<file path="src/rtl/async_fifo_drain.sv">
// Read-side drain agent for the async FIFO: syncs EMPTY, pulses R_EN, queues words for a valid/ready sink.
// Optional DRAIN_STATS_EN adds saturating WORD_CNT / STALL_CNT outputs.
module async_fifo_drain #(
   parameter int unsigned P_DATA_WIDTH = 8,
   parameter int unsigned SYNC_STAGES  = 2,
   parameter int unsigned RD_PULSE_W   = 1
) (
   input  logic                    RCLK,
   input  logic                    RST_n,
   input  logic                    FIFO_EMPTY,
   input  logic [P_DATA_WIDTH-1:0] FIFO_DATA,
   output logic                    R_EN,
   output logic                    OUT_VALID,
   input  logic                    OUT_READY,
`ifdef DRAIN_STATS_EN
   output logic [31:0]             WORD_CNT,
   output logic [31:0]             STALL_CNT,
`endif
   output logic [P_DATA_WIDTH-1:0] OUT_DATA
);

   localparam int unsigned SETTLE_CYC = SYNC_STAGES + 1;
   localparam int unsigned TMR_MAX    = (RD_PULSE_W > SETTLE_CYC) ? RD_PULSE_W : SETTLE_CYC;
   localparam int unsigned TMR_W      = $clog2(TMR_MAX + 1);
   localparam int unsigned CNT_W      = 2;

   typedef enum logic [1:0] {
      ST_IDLE,
      ST_PULSE,
      ST_SETTLE
   } state_t;

   state_t                  state;
   logic [TMR_W-1:0]        tmr;
   logic [SYNC_STAGES-1:0]  sync_q;
   logic                    empty_s;
   logic [CNT_W-1:0]        cnt;
   logic [P_DATA_WIDTH-1:0] q1;
   logic                    push_c;
   logic                    pop_c;

   // EMPTY synchronizer; resets to "empty" so nothing is read until the flag is seen low
   always_ff @(posedge RCLK or negedge RST_n) begin
      if (!RST_n) begin
         sync_q <= '1;
      end else begin
         sync_q <= {sync_q[SYNC_STAGES-2:0], FIFO_EMPTY};
      end
   end

   assign empty_s = sync_q[SYNC_STAGES-1];

   // Read sequencer: PULSE holds R_EN, SETTLE waits for the new EMPTY value to cross
   always_ff @(posedge RCLK or negedge RST_n) begin
      if (!RST_n) begin
         state <= ST_IDLE;
         tmr   <= '0;
         R_EN  <= 1'b0;
      end else begin
         case (state)
            ST_IDLE: begin
               if (!empty_s && (cnt < CNT_W'(2))) begin
                  state <= ST_PULSE;
                  tmr   <= TMR_W'(RD_PULSE_W - 1);
                  R_EN  <= 1'b1;
               end
            end
            ST_PULSE: begin
               if (tmr == '0) begin
                  state <= ST_SETTLE;
                  tmr   <= TMR_W'(SYNC_STAGES);
                  R_EN  <= 1'b0;
               end else begin
                  tmr <= tmr - TMR_W'(1);
               end
            end
            ST_SETTLE: begin
               if (tmr == '0) begin
                  state <= ST_IDLE;
               end else begin
                  tmr <= tmr - TMR_W'(1);
               end
            end
            default: begin
               state <= ST_IDLE;
               tmr   <= '0;
               R_EN  <= 1'b0;
            end
         endcase
      end
   end

   assign push_c = (state == ST_PULSE) && (tmr == '0);
   assign pop_c  = OUT_VALID && OUT_READY;

   // Two-entry output queue; OUT_DATA is the head register, q1 the tail
   always_ff @(posedge RCLK or negedge RST_n) begin
      if (!RST_n) begin
         cnt       <= '0;
         OUT_VALID <= 1'b0;
         OUT_DATA  <= '0;
         q1        <= '0;
      end else begin
         case ({push_c, pop_c})
            2'b10: begin
               if (cnt == '0) begin
                  OUT_DATA <= FIFO_DATA;
               end else begin
                  q1 <= FIFO_DATA;
               end
               if (cnt != CNT_W'(2)) begin
                  cnt <= cnt + CNT_W'(1);
               end
               OUT_VALID <= 1'b1;
            end
            2'b01: begin
               OUT_DATA  <= q1;
               cnt       <= cnt - CNT_W'(1);
               OUT_VALID <= (cnt != CNT_W'(1));
            end
            2'b11: begin
               if (cnt == CNT_W'(1)) begin
                  OUT_DATA <= FIFO_DATA;
               end else begin
                  OUT_DATA <= q1;
                  q1       <= FIFO_DATA;
               end
            end
            default: begin
            end
         endcase
      end
   end

`ifdef DRAIN_STATS_EN
   // Saturating delivery and stall counters
   always_ff @(posedge RCLK or negedge RST_n) begin
      if (!RST_n) begin
         WORD_CNT  <= '0;
         STALL_CNT <= '0;
      end else begin
         if (pop_c && (WORD_CNT != 32'hFFFF_FFFF)) begin
            WORD_CNT <= WORD_CNT + 32'd1;
         end
         if (OUT_VALID && !OUT_READY && (STALL_CNT != 32'hFFFF_FFFF)) begin
            STALL_CNT <= STALL_CNT + 32'd1;
         end
      end
   end
`endif

endmodule

</file>
<file path="config.mk">
export PLATFORM = sky130hd
export DESIGN_NAME = async_fifo_drain
export DESIGN_NICKNAME = d
export VERILOG_FILES = /design/src/rtl/async_fifo_drain.sv
export SDC_FILE = /design/constraint.sdc
export NUM_CORES = 1
export LEC_CHECK = 0
export CAP_MARGIN = 20
export CORE_ASPECT_RATIO = 0.9
export CORE_MARGIN = 4
export CORE_UTILIZATION = 58
export DETAILED_ROUTE_END_ITERATION = 7
export DONT_BUFFER_PORTS = 1
export PLACE_DENSITY = 0.74
export SLEW_MARGIN = 20
export SYNTH_ARGS = -nofsm -noshare
export SYNTH_HDL_FRONTEND = slang
export SYNTH_SLANG_ARGS = --single-unit
</file>
<file path="constraint.sdc">
create_clock -name RCLK -period 3.4 [get_ports RCLK]
set_clock_uncertainty 0.2 [all_clocks]
set_input_delay 0.17 -clock RCLK [delete_from_list [all_inputs] [get_ports RCLK]]
set_output_delay 0.17 -clock RCLK [all_outputs]
set_load 0.01 [all_outputs]
</file>
# ---- After elaboration in Yosys (flattened, before gate mapping)
# Cells that the tools add are included.
dict set report totals {
  register_bits 26
  output_inout_bits 10
  elab_cells 65
}
dict set report op_classes {
  n_addsub 3
  n_lt_le_gt_ge 1
  eq_ne 16
  n_mux 20
  n_bitwise 1
  reduce_logical 16
}
# cell n
set ops {}
lappend ops {{$mux W8} 4}
lappend ops {{$pmux W8 S3} 1}
lappend ops {{$ne A2 B2 Y1 const B} 9}
lappend ops {{$pmux W8 S2} 1}
lappend ops {{$mux W2} 7}
lappend ops {{$pmux W2 S3} 2}
lappend ops {{$reduce_and A3 Y1} 3}
lappend ops {{$eq A2 B1 Y1 const B} 3}
lappend ops {{$eq A2 B2 Y1 const B} 3}
lappend ops {{$logic_not A2 Y1} 3}
lappend ops {{$reduce_and A2 Y1} 3}
lappend ops {{$pmux W2 S2} 1}
lappend ops {{$reduce_bool A2 Y1} 2}
lappend ops {{$sub A2 B1 Y2 const B} 2}
lappend ops {{$logic_and A1 B1 Y1} 3}
lappend ops {{$pmux W1 S3} 1}
lappend ops {{$reduce_bool A3 Y1} 1}
lappend ops {{$add A2 B1 Y2 const B} 1}
lappend ops {{$lt A2 B2 Y1 const B} 1}
lappend ops {{$mux W1} 2}
lappend ops {{$ne A2 B1 Y1 const B} 1}
lappend ops {{$pmux W1 S2} 1}
lappend ops {{$logic_not A1 Y1} 1}
lappend ops {{$not A1 Y1} 1}

# ---- Longest topological paths before layout
# Gate-level depths: netlist of the first run.
dict set report depth {
  word_depth 5
  ltp_mapped 9
  mapped_depth_nobuf 8
}

# ---- Worst setup path before layout of the first run
# Ideal clock, no wire load.
dict set report synth_timing {
  path_kind {reg-to-reg}
  startpoint {reg OUT_VALID}
  endpoint {reg q1[0]}
  arrival_time_ps 2119
  required_time_ps 3075
  setup_slack_ps 956
  stages_incl_launch_ff 8
  path_buffers 2
  period_less_slack_ps 2444
  path_cell_list {dfrtp_1 clkbuf_1 nand2_1 ha_1 and2_4 buf_6 nor3_4 mux2_2}
}
dict set report synth_via {
  elab_chain_len 4
  elab_cells_between_ends 8
  cone_classes {eq/ne: 4; mux: 1; reduce/logical: 3}
}
# item line_no
set synth_lines {}
lappend synth_lines {{start: declaration} 13} ;# output logic OUT_VALID,
lappend synth_lines {{start signal: assignment} 119} ;# OUT_VALID <= (cnt != CNT_W'(1));
lappend synth_lines {{$logic_and A1 B1 Y1 (*)} 94} ;# assign pop_c = OUT_VALID && OUT_READY;
lappend synth_lines {{$eq A2 B2 Y1} 104} ;# case ({push_c, pop_c})
lappend synth_lines {{$ne A2 B2 Y1 (no source line) / $reduce_bool A2 Y1 (equally long branches)} --}
lappend synth_lines {{$reduce_and A3 Y1 (no source line)} --}
lappend synth_lines {{end signal: assignment} 102} ;# q1 <= '0;
lappend synth_lines {{end signal: assignment} 109} ;# q1 <= FIFO_DATA;
lappend synth_lines {{end signal: assignment} 126} ;# q1 <= FIFO_DATA;
lappend synth_lines {{end: declaration} 38} ;# logic [P_DATA_WIDTH-1:0] q1;
# Every way passes the cells marked *; elsewhere a longest branch is shown, timed or not.
# A chain may end at the register's enable or synchronous reset.

# ---- Worst setup path after layout of the first run
dict set report layout_timing {
  startpoint {reg OUT_VALID}
  endpoint {reg q1[5]}
}
# Same word-level chain as after synthesis.

==> flow_summary.toml, run 1 <==
[outcome]
status = "completed"

[logic_synthesis]
async_flop_share_pct = 100.0
syn_inst = 141
synth.distinct_cells = 29
synth_ff_type = "dfrtp_1"
synth_area_per_cell_um2 = 10.53
synth_fa_ha_area_share_pct = 11.79
synth_area_mm2 = 0.001485
synth_xor_area_share_pct = 0
ys_ff_latch = 26
ys_seq_area_share_pct = 43.98
synth_top_family_by_area = "compound AO/OA/AOI/OAI gates"
ys_warn_count = 0
synth_compound_area_share_pct = 16.43
synthSimpleGateAreaFrac_pct = 13.56
synthTopCellsByArea = "dfrtp_1 40%, ha_1 12%, mux2_2 7.6%"
yosys.area.top_type_share_pct = 40.44
synth_common_cells = "24 x dfrtp_1, 14 x ha_1, 12 x inv_1, 12 x o21ai_0, 11 x a31oi_1"
synth_edf_count = 0
yosysTopAreaCell = "dfrtp_1"
synth_mux_area_share_pct = 8.930
synth_most_common_cell = "dfrtp_1"
synthesis.nets = 167

[global_routing]
grt_pass1_vias = 1121
grt_usage_pct = 18.74
grt_antenna_before_repair = 0
grt_pass1_wl_um = 4933
grt_overflow_total = 0
grt_max_degree = 27

[placed_design]
place.gp.congestion = 0.8652
detailed_place_hpwl_um = 2185
io_buffers = 0
place_worst_setup_slack_ps = 875.4
dpl-instance-area_mm2 = 0.001486

[critical_path]
cpLargestDelayFamily = "simple AND/OR/NAND/NOR gates"
cp_slowest_stage_delay_ps = 620
slowest_stage = "dfrtp_1"
crit_arrival_ps = 2570
crit_path_end_kind = "flip-flop"
crit_fanout = 12
path_cells = "nand2_1 -> ha_1 -> and2_4 -> nor3_4 -> mux2_2"
start_kind = "flip-flop"
crit_buf_inv = 0
required_ps = 3400
worstSetupPathType = "flip-flop to flip-flop"

[cells_and_area]
antennaDiodeCount = 0
area_delta_synth_final_pct = 10.62
final_area_mm2 = 0.001643
register_area_um2 = 653.1
nFillCells = 174
layout-drive-gt1-share_pct = 12.58
post-route-util_pct = 67.16
multiInputGateArea_um2 = 753.2
fin_nets = 178

[timing]
tns_ps = 0
max_freq_mhz = 388.6
fin_ws_ps = 826.7
max_slew_margin_pct = 72.38
timing.final.crit_share_pct = 75.68
setup_viol = 0
hold_violations = 0
min_period_ps = 2573
finalMaxSlewViolations = 0
worstMarginPinSlew_ps = 414.3
rsz0062_at_grt = "false"

[flow_run]
maxCapViolCount = 0

[routing]
vias = 1099
routed.top_layer = "met4"
routed_via_density = 6.140
first_pass_iters = 4
wl_met3_um = 206
route.detailed.drc = 0
drt-total-wl_um = 2926
wire_per_inst_um = 16.35
drt-initial-drc-count = 65
route.antenna.remaining_nets = 0
wl_met1_um = 1247
met2_length_um = 1431

[min_path]
hp-class = "input pin to asynchronous set/reset pin"

[pwr]
p_seq_share_pct = 42.8
p_int_w = 0.0008110
netSwitchingFraction_pct = 41.58
power.share.clock_pct = 9.5
p_per_area_mw_per_mm2 = 845.0
p_switching_w = 0.0005772
peakVddDrop_mv = 0.5101
total_leakage_power_nw = 0.6941
combPwrFrac_pct = 47.7

[clock_network]
root_buffer = "clkbuf_4"
cts_tree = "done"
numCtsBuffers = 3
cts.path.max_buffers = 2
clkTransAtPathRegs_ps = 140
cts_sinks = 26
insertion_delay_ps = 320
h-tree-depth = 1

[floorplan]
dieArea_mm2 = 0.003435
top_level_ports = 22
start_util_pct = 60.72
num_rows = 17
fp.dieW_um = 61.34
fp.dieH_um = 56.01
core_mm2 = 0.002446
-- per-layer routing --
| layer | global-route usage [%] | up-vias |
|---|---|---|
| met3 | 6.265 | 6 |
| met1 | 22.22 | 518 |
| met4 | 5.152 | 0 |
| met2 | 31.57 | 43 |
| met5 | 0 | - |
| li1 | - | 532 |
-- through the flow --
stage,hold WS [ps],total power (W),cells
finish,55.67,0.001388,179
global placement,-325.0,0.001197,163
floorplan,-325.6,0.001111,141
CTS,55.37,0.001391,179
detailed placement,-325.0,0.001235,163
global route,51.53,0.001526,179
-- state kept, by name, indices dropped and copies added, names as in the netlist --
| signal | flops |
|---|---|
| q1 | 8 |
| state | 2 |
| cnt | 2 |
| OUT_DATA | 8 |
| sync_q | 2 |
| R_EN | 1 |
| tmr | 2 |
| OUT_VALID | 1 |
-- power groups by stage --
stage	clock network, W	logic [W]	registers (W)
floorplan	0	0.000554	0.000557
global placement	0	0.000601	0.000596
detailed placement	0	0.000633	0.000602
CTS	0.000140	0.000656	0.000594
global route	0.000153	0.000752	0.000621
finish	0.000132	0.000662	0.000594
-- cell usage in the layout, fill, tap and decap left out --
master / count
o2111ai_1: 8
nor3_1: 8
ha_1: 14
nor2b_1: 4
a31oi_1: 11
o32a_1: 1
o21ai_0: 12
nand2_1: 7
mux2_2: 10
or2_1: 1
clkbuf_1: 1
dlygate4sd3_1: 11
and3b_1: 2
nor3_4: 1
dfstp_2: 2
inv_1: 12
dfrtp_1: 24
nor2_1: 2
nand3b_1: 1
o211ai_1: 1
a211oi_1: 3
buf_12: 1
nor4_1: 1
and2_1: 4
mux2i_1: 2
and2_4: 1
clkbuf_4: 3
nand2b_1: 1
or3b_2: 1
a21oi_1: 1
-- logic make-up (layout without fill, tap and decap cells) --
family,count (synthesis),in the layout
buffers and inverters,18,28
AND/OR/NAND/NOR,34,34
adder cells (fa/ha/maj),14,14
AO/OA/AOI/OAI,37,37
multiplexers,12,12
flip-flops,26,26
-- worst reg2reg max path, cell delays in order, from the launching register on --
cell and delay (ps):
dfrtp_1 620, nand2_1 280, ha_1 360, and2_4 210, nor3_4 390, mux2_2 390
-- final timing paths --
kind	start	slack [ps]	end	depth (start not counted)
setup / recovery	OUT_VALID	830	q1[5]	5
max in group asynchronous	RST_n	2690	sync_q[1]	2
min in group RCLK	OUT_READY	110	OUT_DATA[6]	3
setup reg to reg	OUT_VALID	830	q1[5]	5
hold / removal	RST_n	60	cnt[1]	2
hold reg to reg	sync_q[0]	170	sync_q[1]	0
-- cell type report --
cell class | count | area share (%)
Timing Repair Buffer | 12 | 7.921
Sequential cell | 26 | 39.76
Multi-Input combinational cell | 97 | 45.85
Tap cell | 28 | 2.133
Clock buffer | 4 | 1.599
Inverter | 12 | 2.742
-- repair_timing --
action / CTS / global route
hold buffers: 12 / 0
setup buffers: 0 / 0
resized for setup: 0 / 0
endpoints found under the hold margin: 43 / 0
endpoints found under the setup margin: 0 / 0
No activity file was read; power rests on OpenSTA's default activity.
==> inputs of run 2 (changes only) <==
==> constraint.sdc (replaced) <==
create_clock -name RCLK -period 2.4 [get_ports RCLK]
set_clock_uncertainty 0.2 [all_clocks]
set_input_delay 0.12 -clock RCLK [delete_from_list [all_inputs] [get_ports RCLK]]
set_output_delay 0.12 -clock RCLK [all_outputs]
set_load 0.01 [all_outputs]
==> flow_summary.toml, run 2 (synthesis gave the netlist of run 1 again) <==
[cells_and_area]
fin_nets = 185
layout_commonest_cell = "dfrtp_1"
area_delta_synth_final_pct = 16.43
final_area_mm2 = 0.001729
stdcell_count = 186
layout-drive-gt1-share_pct = 18.99
final_cell_mix = "24 x dfrtp_1, 12 x inv_1, 12 x o21ai_0, 12 x dlygate4sd3_1"
antennaDiodeCount = 0
largest_registers = "OUT_DATA x8, q1 x8"

[clock_network]
root_buffer = "clkbuf_4"
cts_tree = "done"
cts.path.max_buffers = 2
h-tree-depth = 1
insertion_delay_ps = 310
numCtsBuffers = 3
cts_sinks = 26
clkTransAtPathRegs_ps = 130

[routing]
drt-initial-drc-count = 65
route.antenna.remaining_nets = 0
route.detailed.drc = 0
first_pass_iters = 4
drt-total-wl_um = 3277
routed_via_density = 6.161
wire_per_inst_um = 17.62
vias = 1146

[pwr]
p_int_w = 0.001266
power.total_w = 0.002135
netSwitchingFraction_pct = 40.70
peakVddDrop_mv = 0.7471
total_leakage_power_nw = 0.7335
p_per_area_mw_per_mm2 = 1235
p_seq_share_pct = 38.3
p_switching_w = 0.0008690
power.share.clock_pct = 10.1
combPwrFrac_pct = 51.6

[timing]
timing.final.crit_share_pct = 94.38
finalMaxSlewViolations = 0
max_freq_mhz = 441.5
max_slew_margin_pct = 65.59
tns_ps = 0
min_period_ps = 2265
holdWs_ps = 41.65
setup_viol = 0
hold_violations = 0
rsz0062_at_grt = "false"
worstMarginPinSlew_ps = 510.8

[flow_run]
maxCapViolCount = 0

[outcome]
status = "completed"

[critical_path]
crit_path_end_kind = "flip-flop"
cp_slowest_stage_delay_ps = 440
required_ps = 2400
path_common_cell = "ha_2"
start_kind = "flip-flop"
crit_arrival_ps = 2270
path_cells = "inv_1 -> ha_2 -> and2_1 -> ha_2 -> buf_4 -> or3b_2 -> a21oi_1 -> a211oi_1"
worstSetupPathType = "flip-flop to flip-flop"
slowest_stage = "or3b_2"
crit_fanout = 5

[floorplan]
fp.dieH_um = 56.01
dieArea_mm2 = 0.003435
num_rows = 17
core_mm2 = 0.002446
top_level_ports = 22
start_util_pct = 60.72
fp.dieW_um = 61.34

[min_path]
hp-class = "input pin to flip-flop"

[global_routing]
grt_overflow_total = 0
grt_max_degree = 27
grt_pass1_vias = 1175
grt_pass1_wl_um = 5319
grt_usage_pct = 20.22
grt_antenna_before_repair = 0

[placed_design]
io_buffers = 0
placed_cells = 167
dpl-instance-area_mm2 = 0.001516
place.gp.congestion = 0.8318
detailed_place_hpwl_um = 2316
run 2: changes by cell type in the layout (fill, tap and decap cells not counted), sizes merged:
cell / change
dlygate4sd3: +1
buf: +6
run 2: cell type report:
class	count	area [µm²]
inverters	12	45.04
multi-input cells	97	762.0
well taps	28	35.03
fillers	176	716.9
repair buffers	19	197.7
flip-flops and latches	26	653.1
clock buffers	4	36.28
run 2: path summary, 6_finish.rpt:
kind                       startpoint  cells after the start           to  slack [ps]
max                            tmr[0]                      8       cnt[1]         130
min                         OUT_READY                      3    OUT_VALID          40
max reg2reg                    tmr[0]                      8       cnt[1]         130
min reg2reg                 sync_q[0]                      0    sync_q[1]         170
max in group asynchronous       RST_n                      3    sync_q[0]        1220
min in group asynchronous       RST_n                      3  OUT_DATA[6]         550
run 2: power by group through the flow:
stage | Sequential, W | Combinational [W] | Clock [W]
2_1_floorplan | 0.000789 | 0.000787 | 0
3_3_place_gp | 0.000813 | 0.000921 | 0
3_5_place_dp | 0.000826 | 0.000978 | 0
4_1_cts | 0.000813 | 0.00106 | 0.000222
5_1_grt | 0.000843 | 0.00123 | 0.000243
6_report | 0.000818 | 0.00110 | 0.000215
run 2: critical path, delay by kind of cell, from the launching register on:
family | cells | cell delay, ps
flops | 1 | 400
fa+ha+maj | 2 | 450
simple gates | 2 | 630
buf+inv | 2 | 270
compound gates | 2 | 190
run 2: timing repair:
| action | CTS | global route |
|---|---|---|
| hold buffers | 12 | 1 |
| setup endpoints to repair | 8 | 9 |
| resized for setup | 0 | 4 |
| pin swaps | 1 | 1 |
| buffers inserted | 1 | 1 |
| endpoints found under the hold margin | 43 | 1 |
run 2: stage by stage:
stage	setup slack [ps]	util (%)
after floorplan	76.34	-
after global placement	52.59	61.99
after detailed placement	-25.84	61.99
after CTS	36.35	69.62
after global routing	30.21	70.69
final	134.9	70.69
run 2: metal layers:
metal / global-route usage [%] / part of all wire, %
met4: 4.848 / 1.0
met2: 33.53 / 49
met1: 25.72 / 44
met3: 5.336 / 6.3
met5: 0 / 0
==> inputs of run 3 (changes only) <==
--- a/config.mk
+++ b/config.mk
@@ -9,6 +9,7 @@
 export CORE_ASPECT_RATIO = 0.9
 export CORE_MARGIN = 4
 export CORE_UTILIZATION = 58
+export CTS_CLUSTER_SIZE = 20
 export DETAILED_ROUTE_END_ITERATION = 7
 export DONT_BUFFER_PORTS = 1
 export PLACE_DENSITY = 0.74
==> constraint.sdc (replaced) <==
create_clock -name RCLK -period 2.6 [get_ports RCLK]
set_clock_uncertainty 0.2 [all_clocks]
set_input_delay 0.13 -clock RCLK [delete_from_list [all_inputs] [get_ports RCLK]]
set_output_delay 0.13 -clock RCLK [all_outputs]
set_load 0.01 [all_outputs]
==> flow_summary.toml, run 3 (synthesis gave the netlist of run 1 again) <==
[routing]
drt-total-wl_um = 2986
drt-initial-drc-count = 44
first_pass_iters = 4
routed_via_density = 6.061
wire_per_inst_um = 16.59
route.antenna.remaining_nets = 0
vias = 1091
route.detailed.drc = 0

[floorplan]
dieArea_mm2 = 0.003435
fp.dieH_um = 56.01
num_rows = 17
fp.dieW_um = 61.34
core_mm2 = 0.002446
start_util_pct = 60.72
top_level_ports = 22

[cells_and_area]
layout_commonest_cell = "dfrtp_1"
largest_registers = "OUT_DATA x8, q1 x8"
final_cell_mix = "24 x dfrtp_1, 14 x ha_1, 12 x inv_1, 12 x o21ai_0"
final_area_mm2 = 0.001660
area_delta_synth_final_pct = 11.79
antennaDiodeCount = 0
post-route-util_pct = 67.88
fin_nets = 179
layout-drive-gt1-share_pct = 13.82

[timing]
fin_ws_ps = 126.6
finalMaxSlewViolations = 0
hold_violations = 0
setup_viol = 0
rsz0062_at_grt = "false"
worstMarginPinSlew_ps = 389.1
max_freq_mhz = 404.3
tns_ps = 0
min_period_ps = 2473
timing.final.crit_share_pct = 95.13
max_slew_margin_pct = 73.78

[global_routing]
grt_pass1_vias = 1099
grt_usage_pct = 19.35
grt_antenna_before_repair = 0
grt_overflow_total = 0
grt_pass1_wl_um = 5112
grt_max_degree = 27

[min_path]
hp-class = "input pin to asynchronous set/reset pin"

[placed_design]
place_worst_setup_slack_ps = 147.1
detailed_place_hpwl_um = 2211
place.gp.congestion = 0.8037
io_buffers = 0
dpl-instance-area_mm2 = 0.001494

[critical_path]
crit_arrival_ps = 2500
crit_fanout = 10
path_cells = "inv_1 -> ha_1 -> and2_1 -> ha_1 -> and2_4 -> nor3_4 -> mux2_2"
cpLargestDelayFamily = "simple AND/OR/NAND/NOR gates"
cp_slowest_stage_delay_ps = 400
crit_buf_inv = 1
crit_path_end_kind = "flip-flop"
start_kind = "flip-flop"
worstSetupPathType = "flip-flop to flip-flop"
required_ps = 2630
slowest_stage = "dfrtp_1"
path_common_cell = "ha_1"

[clock_network]
post_cts_resized = 0
h-tree-depth = 1
insertion_delay_ps = 320
cts_sinks = 26
root_buffer = "clkbuf_4"
cts.path.max_buffers = 2
numCtsBuffers = 3
cts_tree = "done"
post_cts_buffers = 0
ctsHoldBuffers = 12
clkTransAtPathRegs_ps = 140

[flow_run]
maxCapViolCount = 0

[pwr]
peakVddDrop_mv = 0.7206
total_leakage_power_nw = 0.7043
p_per_area_mw_per_mm2 = 1125
power.total_w = 0.001868

[outcome]
status = "completed"
run 3: metal layers:
metal  share of wire [%]  wire, µm  GRT usage, %  vias to the layer above
met1                  45      1332         25.54                      509
met2                  49      1474         32.02                       40
met3                 5.7       169         4.640                        3
met4                0.33        10         3.333                        0
li1                    -         -             -                      539
met5                   0         0             0                        -
run 3: area by class of cell:
| cell class | count | area [µm²] |
|---|---|---|
| multi-input combinational | 97 | 753.2 |
| timing repair buffer | 13 | 137.6 |
| clock buffer | 4 | 36.28 |
| fill | 181 | 785.8 |
| tap | 28 | 35.03 |
| inverter | 12 | 45.04 |
| sequential | 26 | 653.1 |
run 3: through the flow:
step	instances	hold slack, ps
3_5_place_dp	164	-365.0
3_3_place_gp	164	-365.0
6_report	180	11.85
2_1_floorplan	141	-365.6
4_1_cts	180	14.02
5_1_grt	180	4.267
run 3: final timing paths:
kind / startpoint / end / slack [ps] / cells after the start
worst max-delay path: state[1] / q1[4] / 130 / 7
worst min-delay path: RST_n / cnt[1] / 10 / 2
worst max register to register: state[1] / q1[4] / 130 / 7
worst min register to register: sync_q[0] / sync_q[1] / 170 / 0
max in group asynchronous: RST_n / sync_q[1] / 1960 / 2
min in group RCLK: OUT_READY / OUT_DATA[5] / 70 / 3
run 3: worst register-to-register path: cells and delay by family, from the launching register on:
kind | cells | cell delay, ps
buf+inv | 1 | 70
mux | 1 | 390
simple gates | 3 | 800
fa+ha+maj | 2 | 500
flops | 1 | 400
run 3: where the power goes:
part | switching (W) | internal, W | leakage, nW
clock network | 0.000123 | 0.0000858 | 0.0210
registers | 0.000163 | 0.000592 | 0.306
logic | 0.000485 | 0.000418 | 0.377
